File: src/rtl/keypad_time_entry.sv
// Keypad time entry: shifts keypad digits into an M:SS buffer, validates it
// on start, loads it into the downstream timer digit chain with a one-cycle
// active-low load, then keeps the chain enabled until it reports zero or the
// user cancels.
module keypad_time_entry #(
  parameter int MAX_DIGITS   = 3,
  parameter int SEC_TENS_MAX = 5
) (
  input  logic       clk,
  input  logic       clr,
  input  logic       key_valid,
  input  logic [3:0] key_digit,
  input  logic       start,
  input  logic       cancel,
  input  logic       timer_zero,
  output logic [3:0] sec_ones,
  output logic [3:0] sec_tens,
  output logic [3:0] min_ones,
  output logic       loadn,
  output logic       timer_en,
  output logic       busy,
  output logic [1:0] digit_count,
  output logic       err,
  output logic       done,
  output logic       stop
);

  typedef enum logic [1:0] {IDLE, ENTRY, LOAD, RUN} state_t;

  localparam logic [1:0] MAX_CNT  = 2'(MAX_DIGITS);
  localparam logic [3:0] TENS_MAX = 4'(SEC_TENS_MAX);

  state_t     state_reg, state_next;
  logic [3:0] ones_reg, ones_next;
  logic [3:0] tens_reg, tens_next;
  logic [3:0] min_reg, min_next;
  logic [1:0] count_reg, count_next;
  logic       err_reg, err_next;
  logic       done_reg, done_next;
  logic       stop_reg, stop_next;
  // High during the first RUN cycle, when the chain has only just been loaded
  // and timer_zero still reflects its pre-load contents.
  logic       first_reg, first_next;

  logic key_ok;
  logic start_ok;

  assign key_ok   = key_valid && (key_digit <= 4'd9) && (count_reg < MAX_CNT);
  assign start_ok = (tens_reg <= TENS_MAX) &&
                    ({min_reg, tens_reg, ones_reg} != 12'd0);

  // State register.
  always_ff @(posedge clk or posedge clr) begin
    if (clr) begin
      state_reg <= IDLE;
    end else begin
      state_reg <= state_next;
    end
  end

  // Buffer, digit count, run-start flag and registered pulses.
  always_ff @(posedge clk or posedge clr) begin
    if (clr) begin
      ones_reg  <= 4'd0;
      tens_reg  <= 4'd0;
      min_reg   <= 4'd0;
      count_reg <= 2'd0;
      err_reg   <= 1'b0;
      done_reg  <= 1'b0;
      stop_reg  <= 1'b0;
      first_reg <= 1'b0;
    end else begin
      ones_reg  <= ones_next;
      tens_reg  <= tens_next;
      min_reg   <= min_next;
      count_reg <= count_next;
      err_reg   <= err_next;
      done_reg  <= done_next;
      stop_reg  <= stop_next;
      first_reg <= first_next;
    end
  end

  // Next-state and datapath decisions; cancel beats start beats key_valid.
  always_comb begin
    state_next = state_reg;
    ones_next  = ones_reg;
    tens_next  = tens_reg;
    min_next   = min_reg;
    count_next = count_reg;
    err_next   = 1'b0;
    done_next  = 1'b0;
    stop_next  = 1'b0;
    first_next = 1'b0;
    case (state_reg)
      IDLE, ENTRY: begin
        if (cancel) begin
          ones_next  = 4'd0;
          tens_next  = 4'd0;
          min_next   = 4'd0;
          count_next = 2'd0;
          state_next = IDLE;
        end else if (start) begin
          if (state_reg == IDLE || !start_ok) begin
            err_next = 1'b1;
          end else begin
            state_next = LOAD;
          end
        end else if (key_ok) begin
          min_next   = tens_reg;
          tens_next  = ones_reg;
          ones_next  = key_digit;
          count_next = count_reg + 2'd1;
          state_next = ENTRY;
        end
      end
      LOAD: begin
        state_next = RUN;
        first_next = 1'b1;
      end
      RUN: begin
        if (cancel || (timer_zero && !first_reg)) begin
          stop_next  = cancel;
          done_next  = !cancel;
          ones_next  = 4'd0;
          tens_next  = 4'd0;
          min_next   = 4'd0;
          count_next = 2'd0;
          state_next = IDLE;
        end
      end
      default: state_next = IDLE;
    endcase
  end

  // Chain control decoded purely from the state flops.
  always_comb begin
    loadn    = (state_reg != LOAD);
    timer_en = (state_reg == LOAD) || (state_reg == RUN);
    busy     = (state_reg == LOAD) || (state_reg == RUN);
  end

  assign sec_ones    = ones_reg;
  assign sec_tens    = tens_reg;
  assign min_ones    = min_reg;
  assign digit_count = count_reg;
  assign err         = err_reg;
  assign done        = done_reg;
  assign stop        = stop_reg;

endmodule

File: config.mk
export PLATFORM = sky130hd
export DESIGN_NAME = keypad_time_entry
export DESIGN_NICKNAME = d
export VERILOG_FILES = /design/src/rtl/keypad_time_entry.sv
export SDC_FILE = /design/constraint.sdc
export NUM_CORES = 1
export LEC_CHECK = 0
export CORE_MARGIN = 2
export CORE_UTILIZATION = 40
export DETAILED_ROUTE_END_ITERATION = 10
export PLACE_DENSITY = 0.73
export SLEW_MARGIN = 40
export SYNTH_ARGS = -nofsm -noshare
export SYNTH_HDL_FRONTEND = slang
export SYNTH_SLANG_ARGS = --single-unit
File: constraint.sdc
create_clock -name clk -period 1.45 [get_ports clk]
set_input_delay 0.29 -clock clk [delete_from_list [all_inputs] [get_ports clk]]
set_output_delay 0.29 -clock clk [all_outputs]
set_load 0.03 [all_outputs]
# --- Yosys cells after proc, flatten, opt, wreduce, memory -nomap -nowiden ---
# Cells that the tools add are included.
classes:
  eq_ne: 9
  shift: 0
  n_addsub: 1
  n_mul: 0
  magnitude_cmp: 3
  bitwise: 0
  n_reduce_logical: 16
  muxes: 32
  n_div: 0
ops:
  columns: ["op", "n"]
  rows:
  - ["two-way mux 4 bit", 10]
  - ["case mux 4 bit (2 select lines)", 3]
  - ["two-way mux 2 bit", 8]
  - ["nonzero test 12 bit", 1]
  - ["two-way mux 1 bit", 9]
  - ["!= test 4 bit, second input constant", 2]
  - ["!= test 3 bit, second input constant", 2]
  - ["case mux 2 bit (3 select lines)", 1]
  - ["== test 2 bit, second input constant", 2]
  - ["less-or-equal comparator 4 x 3 -> 1 bit, second input constant", 1]
  - ["less-or-equal comparator 4 bit, second input constant", 1]
  - ["logical AND 1 bit", 4]
  - ["!= test 2 bit, second input constant", 2]
  - ["case mux 2 bit (2 select lines)", 1]
  - ["AND reduction 4 bit", 1]
  - ["logical NOT 1 bit", 3]
  - ["logical OR 1 bit", 3]
  - ["AND reduction 3 bit", 1]
  - ["adder 2 x 1 -> 2 bit, second input constant", 1]
  - ["== test 2 x 1 -> 1 bit, second input constant", 1]
  - ["logical NOT 2 bit", 1]
  - ["less-than comparator 2 bit, second input constant", 1]
  - ["nonzero test 2 bit", 1]
  - ["OR reduction 2 bit", 1]
word_totals:
  mem_bits_rw: 0
  word_cells: 70
  out_inout_bits: 20
  romBits: 0
  latchBits: 0
  input_bits: 10
  register_bits: 20
  mem_count: 0

# --- Longest topological paths before layout ---
logic_depth:
  depth_word: 8
  depth_mapped: 6
  mapped_depth_nobuf: 5

# --- Worst setup path before layout ---
# Ideal clock, no wire load.
synth_path:
  path_type: "register to register"
  startpoint: "reg count_reg[0], in the netlist digit_count[0]"
  endpoint: "reg min_reg[1], in the netlist min_ones[1]"
  arrival_ns: 1.531
  setup_slack_ns: -0.161
  synth_period_minus_slack_ns: 1.611
  setup_time_ns: 0.079
  required_time_ns: 1.371
  n_path_buf: 1
  stages_incl_launch_ff: 7
  path_cell_list: "dfrtp_1 ha_1 nor2_1 nand3_1 a22oi_4 buf_12 mux2i_1"
synth_between:
  elab_chain_cells: 4
synth_lines:
  columns: ["element", "line_no", "text"]
  rows:
  - ["start, declared", "37", "logic [1:0] count_reg, count_next;"]
  - ["start signal, assigned", "76", "count_reg <= count_next;"]
  - ["less-than comparator 2 bit", "48", "assign key_ok = key_valid && (key_digit <= 4'd9) && (count_reg < MAX_CNT);"]
  - ["logical AND 1 bit", "48", null]
  - ["!= test 3 bit (no source line)", null, null]
  - ["AND reduction 4 bit (no source line)", null, null]
  - ["end signal, assigned", "75", "min_reg <= min_next;"]
  - ["end, declared", "36", "logic [3:0] min_reg, min_next;"]
# No other way between the ends.
# A chain may end at the register's enable or synchronous reset.

# --- Worst setup path after layout ---
layout_path:
  startpoint: "reg count_reg[1], in the netlist digit_count[1]"
  endpoint: "reg tens_reg[2], in the netlist sec_tens[2]"
layout_between:
  elab_chain_cells: 4
layout_lines:
  columns: ["element", "line_no", "text"]
  rows:
  - ["less-than comparator 2 bit", "48", null]
  - ["logical AND 1 bit", "48", null]
  - ["!= test 3 bit (no source line)", null, null]
  - ["AND reduction 4 bit (no source line)", null, null]
  - ["end signal, assigned", "74", "tens_reg <= tens_next;"]
  - ["end, declared", "35", "logic [3:0] tens_reg, tens_next;"]
# No other way between the ends.

==> metrics.md <==
| Metric | Value |
|---|---|
| Fin nets | `147` |
| Post-synthesis cell area | `roughly 960 µm²` |
| RSZ-0062 raised after global routing | `yes` |
| Antenna diode count | `0` |
| Element type at the critical path start | `flop` |
| Final hold violations | `0` |
| Worst vdd ir | `0.00102 V` |
| H-tree levels | `1` |
| Met3 routed WL | `approximately 130 µm` |
| WS Path Type | `flop to flop` |
| First-pass GRT wire length | `3750 µm` |
| # port buffers | `29` |
| Multi-input logic area | `398 µm²` |
| Post-synthesis sequential area ratio | `52.3%` |
| CTS tree | `done` |
| CTS clk-pin slew, worst paths | `0.11 ns` |
| R2R setup slack | `-0.01 ns` |
| Cell area after layout | `roughly 0.0014 mm²` |
| Area growth syn-to-layout | `46.4%` |
| Die ar. | `0.00280 mm²` |
| CTS Buf Count | `3` |
| Root buffer cell | `clkbuf_4` |
| F_max | `~0.7 GHz` |
| Status | `finished, violations left` |
| Initial DRC count | `7` |
| Crit-path max FO | `7` |
| Clock Latency Late Sink | `0.29 ns` |
| FF+latch count, synth | `20` |
| Largest net degree at the start of global routing | `21` |
| Drt pass-1 iters | `3` |
| Worst slew pin tran | `approximately 0.32 ns` |
| Number of vias per cell | `4.92` |
| Initial antenna violation count | `0` |
| Dpl cells | `between 150 and 200` |
| Storage element area | `between 500 and 600 µm²` |
| Non-Filler Instances | `approximately 160` |
| Die X | `52.9 µm` |
| Met2 Routed Length | `1190 µm` |
| Max Cap Viol | `0` |
| Final period utilization | `101%` |
| Area after DPL | `0.00132 mm²` |
| Overall Global Routing Usage | `18.8%` |
| Final GP Congestion | `just under 0.8` |
| Drt wl/cell | `14.0 µm` |
| Syn Nets | `104` |
| DR top layer | `met4` |
| Initial core utilization | `42.9%` |
| Setup TNS | `-0.0177 ns` |
| Layout cell share with drive strength beyond 1 | `between 20% and 30%` |
| Core Footprint | `0.00223 mm²` |
| P_leak | `0.722 nW` |
| Total grt overflow | `0` |
| Synth unique cells | `24` |
| CTS Sinks | `20` |
| Residual DRC | `0` |
| DP Wirelength | `1540 µm` |
| IO Pins | `30` |
| Critical Path AT | `1.68 ns` |
| Slew Viols, Final | `0` |
| Power Dens Cells | `1870 mW/mm²` |
| Routed Antenna Nets | `0` |
| Mapped Cells | `93` |
| Setup ws final | `-0.0140 ns` |
| Final WL | `2290 µm` |
| Final Power | `2.61 mW` |
| Hold Crit Class | `input port to asynchronous set/reset pin` |
| Final setup violation count | `4` |
| Chip Height | `approximately 53 µm` |
| Routed via count | `802` |
| Tmin final | `1.46 ns` |
| Filler instances | `between 200 and 250` |
| Syn Area/Cell | `between 10 and 15 µm²` |
| Synth Warn # | `0` |
| Rel. slew slack | `78.6%` |
| Failing checks | `negative setup slack` |
| Req. time, crit path | `1.67 ns` |
| Worst Setup End Kind | `flop` |
| # rows | `17` |
| WL met1 | `about 940 µm` |
| Longest Clk Path Bufs | `2` |
| Vias in the first global route | `~860` |
| Hold WS | `just over 0.3 ns` |
| Worst Skew | `0.00605 ns` |
## worst max-delay path, cell delays in order, from the launching register on
cell,delay [ns]
dfrtp_2,0.45
ha_4,0.17
nor2_4,0.09
nand3_2,0.09
a22oi_4,0.22
buf_8,0.17
mux2i_1,0.20
## cell usage after synthesis
cell	instances	area, µm²
o21ai_2	1	8.76
a31oi_1	1	6.26
nor2b_1	1	6.26
a22oi_4	1	21.3
buf_2	1	5.00
dfrtp_1	20	500
clkbuf_1	1	3.75
ha_1	1	12.5
nand3_1	3	15.0
a21oi_1	2	10.0
nor2_2	1	6.26
buf_12	1	20.0
inv_1	15	56.3
and3_1	3	18.8
nor2_1	1	3.75
or2b_1	1	7.51
nor3_1	1	5.00
and4b_1	1	10.0
nor4_1	2	12.5
o21ai_1	2	10.0
buf_4	1	7.51
o21ai_0	2	10.0
mux2i_1	14	140
nand2_1	16	60.1
## per-stage QoR
| step | setup WS, ns | util (%) |
|---|---|---|
| global placement | -0.236 | 58.9 |
| finish | -0.0140 | 62.7 |
| detailed placement | -0.313 | 58.9 |
| floorplan | -0.0978 | - |
| CTS | -0.0625 | 63.0 |
| global route | -0.0868 | 62.7 |
## layout by cell type, fill, tap and decap left out, drive strengths merged
| master | Yosys | layout |
|---|---|---|
| a21oi | 2 | 2 |
| a22oi | 1 | 1 |
| a31oi | 1 | 1 |
| and3 | 3 | 3 |
| and4b | 1 | 1 |
| buf | 3 | 16 |
| clkbuf | 1 | 8 |
| clkdlybuf4s15 | 0 | 5 |
| clkdlybuf4s50 | 0 | 9 |
| dfrtp | 20 | 20 |
| dlygate4sd2 | 0 | 8 |
| ha | 1 | 1 |
| inv | 15 | 15 |
| mux2i | 14 | 14 |
| nand2 | 16 | 16 |
| nand3 | 3 | 3 |
| nor2 | 2 | 2 |
| nor2b | 1 | 1 |
| nor3 | 1 | 1 |
| nor4 | 2 | 2 |
| o21ai | 5 | 5 |
| or2b | 1 | 1 |
## layout make-up
cell class | count | area share, %
flip-flops and latches | 20 | 36.1
inverters | 15 | 4.02
repair buffers | 42 | 27.1
multi-input cells | 54 | 28.4
well taps | 28 | 2.50
clock buffers | 4 | 1.88
## power breakdown
part           switching [mW]  total [mW]  leakage [nW]  internal, mW
combinational           0.835        1.45         0.444         0.611
clock                   0.163       0.270        0.0150         0.107
sequential              0.156       0.898         0.263         0.742
## kinds of logic (layout without fill, tap and decap cells)
kind of cell,count (synthesis),in the layout,synth area share [%]
flip-flops,20,20,52.3
adder cells (fa/ha/maj),1,1,1.31
AND/OR/NAND/NOR,30,30,15.2
multiplexers,14,14,14.6
buffers and inverters,19,61,9.67
AO/OA/AOI/OAI,9,9,6.93
## timing repair
item | CTS | global route
endpoints found under the setup margin | 31 | 24
gates resized for setup | 25 | 21
setup buffers | 5 | 0
pin swaps | 2 | 3
gates cloned | 1 | 0
hold buffers | 0 | 0
## final timing paths
| check | from | depth (start not counted) | end |
|---|---|---|---|
| worst max register to register | digit_count[1] | 6 | sec_tens[2] |
| max in group asynchronous | clr | 3 | state_reg[1] |
| worst min register to register | min_ones[0] | 2 | min_ones[0] |
| min in group clk | key_digit[0] | 3 | sec_ones[0] |
| worst max-delay path | digit_count[1] | 6 | sec_tens[2] |
| worst min-delay path | clr | 3 | first_reg |
## layer usage
layer	vias to the layer above	global-route usage [%]
li1	385	-
met1	387	22.6
met2	26	32.9
met3	4	3.11
met4	0	7.69
met5	-	0
(Power assumes the default switching activity.)
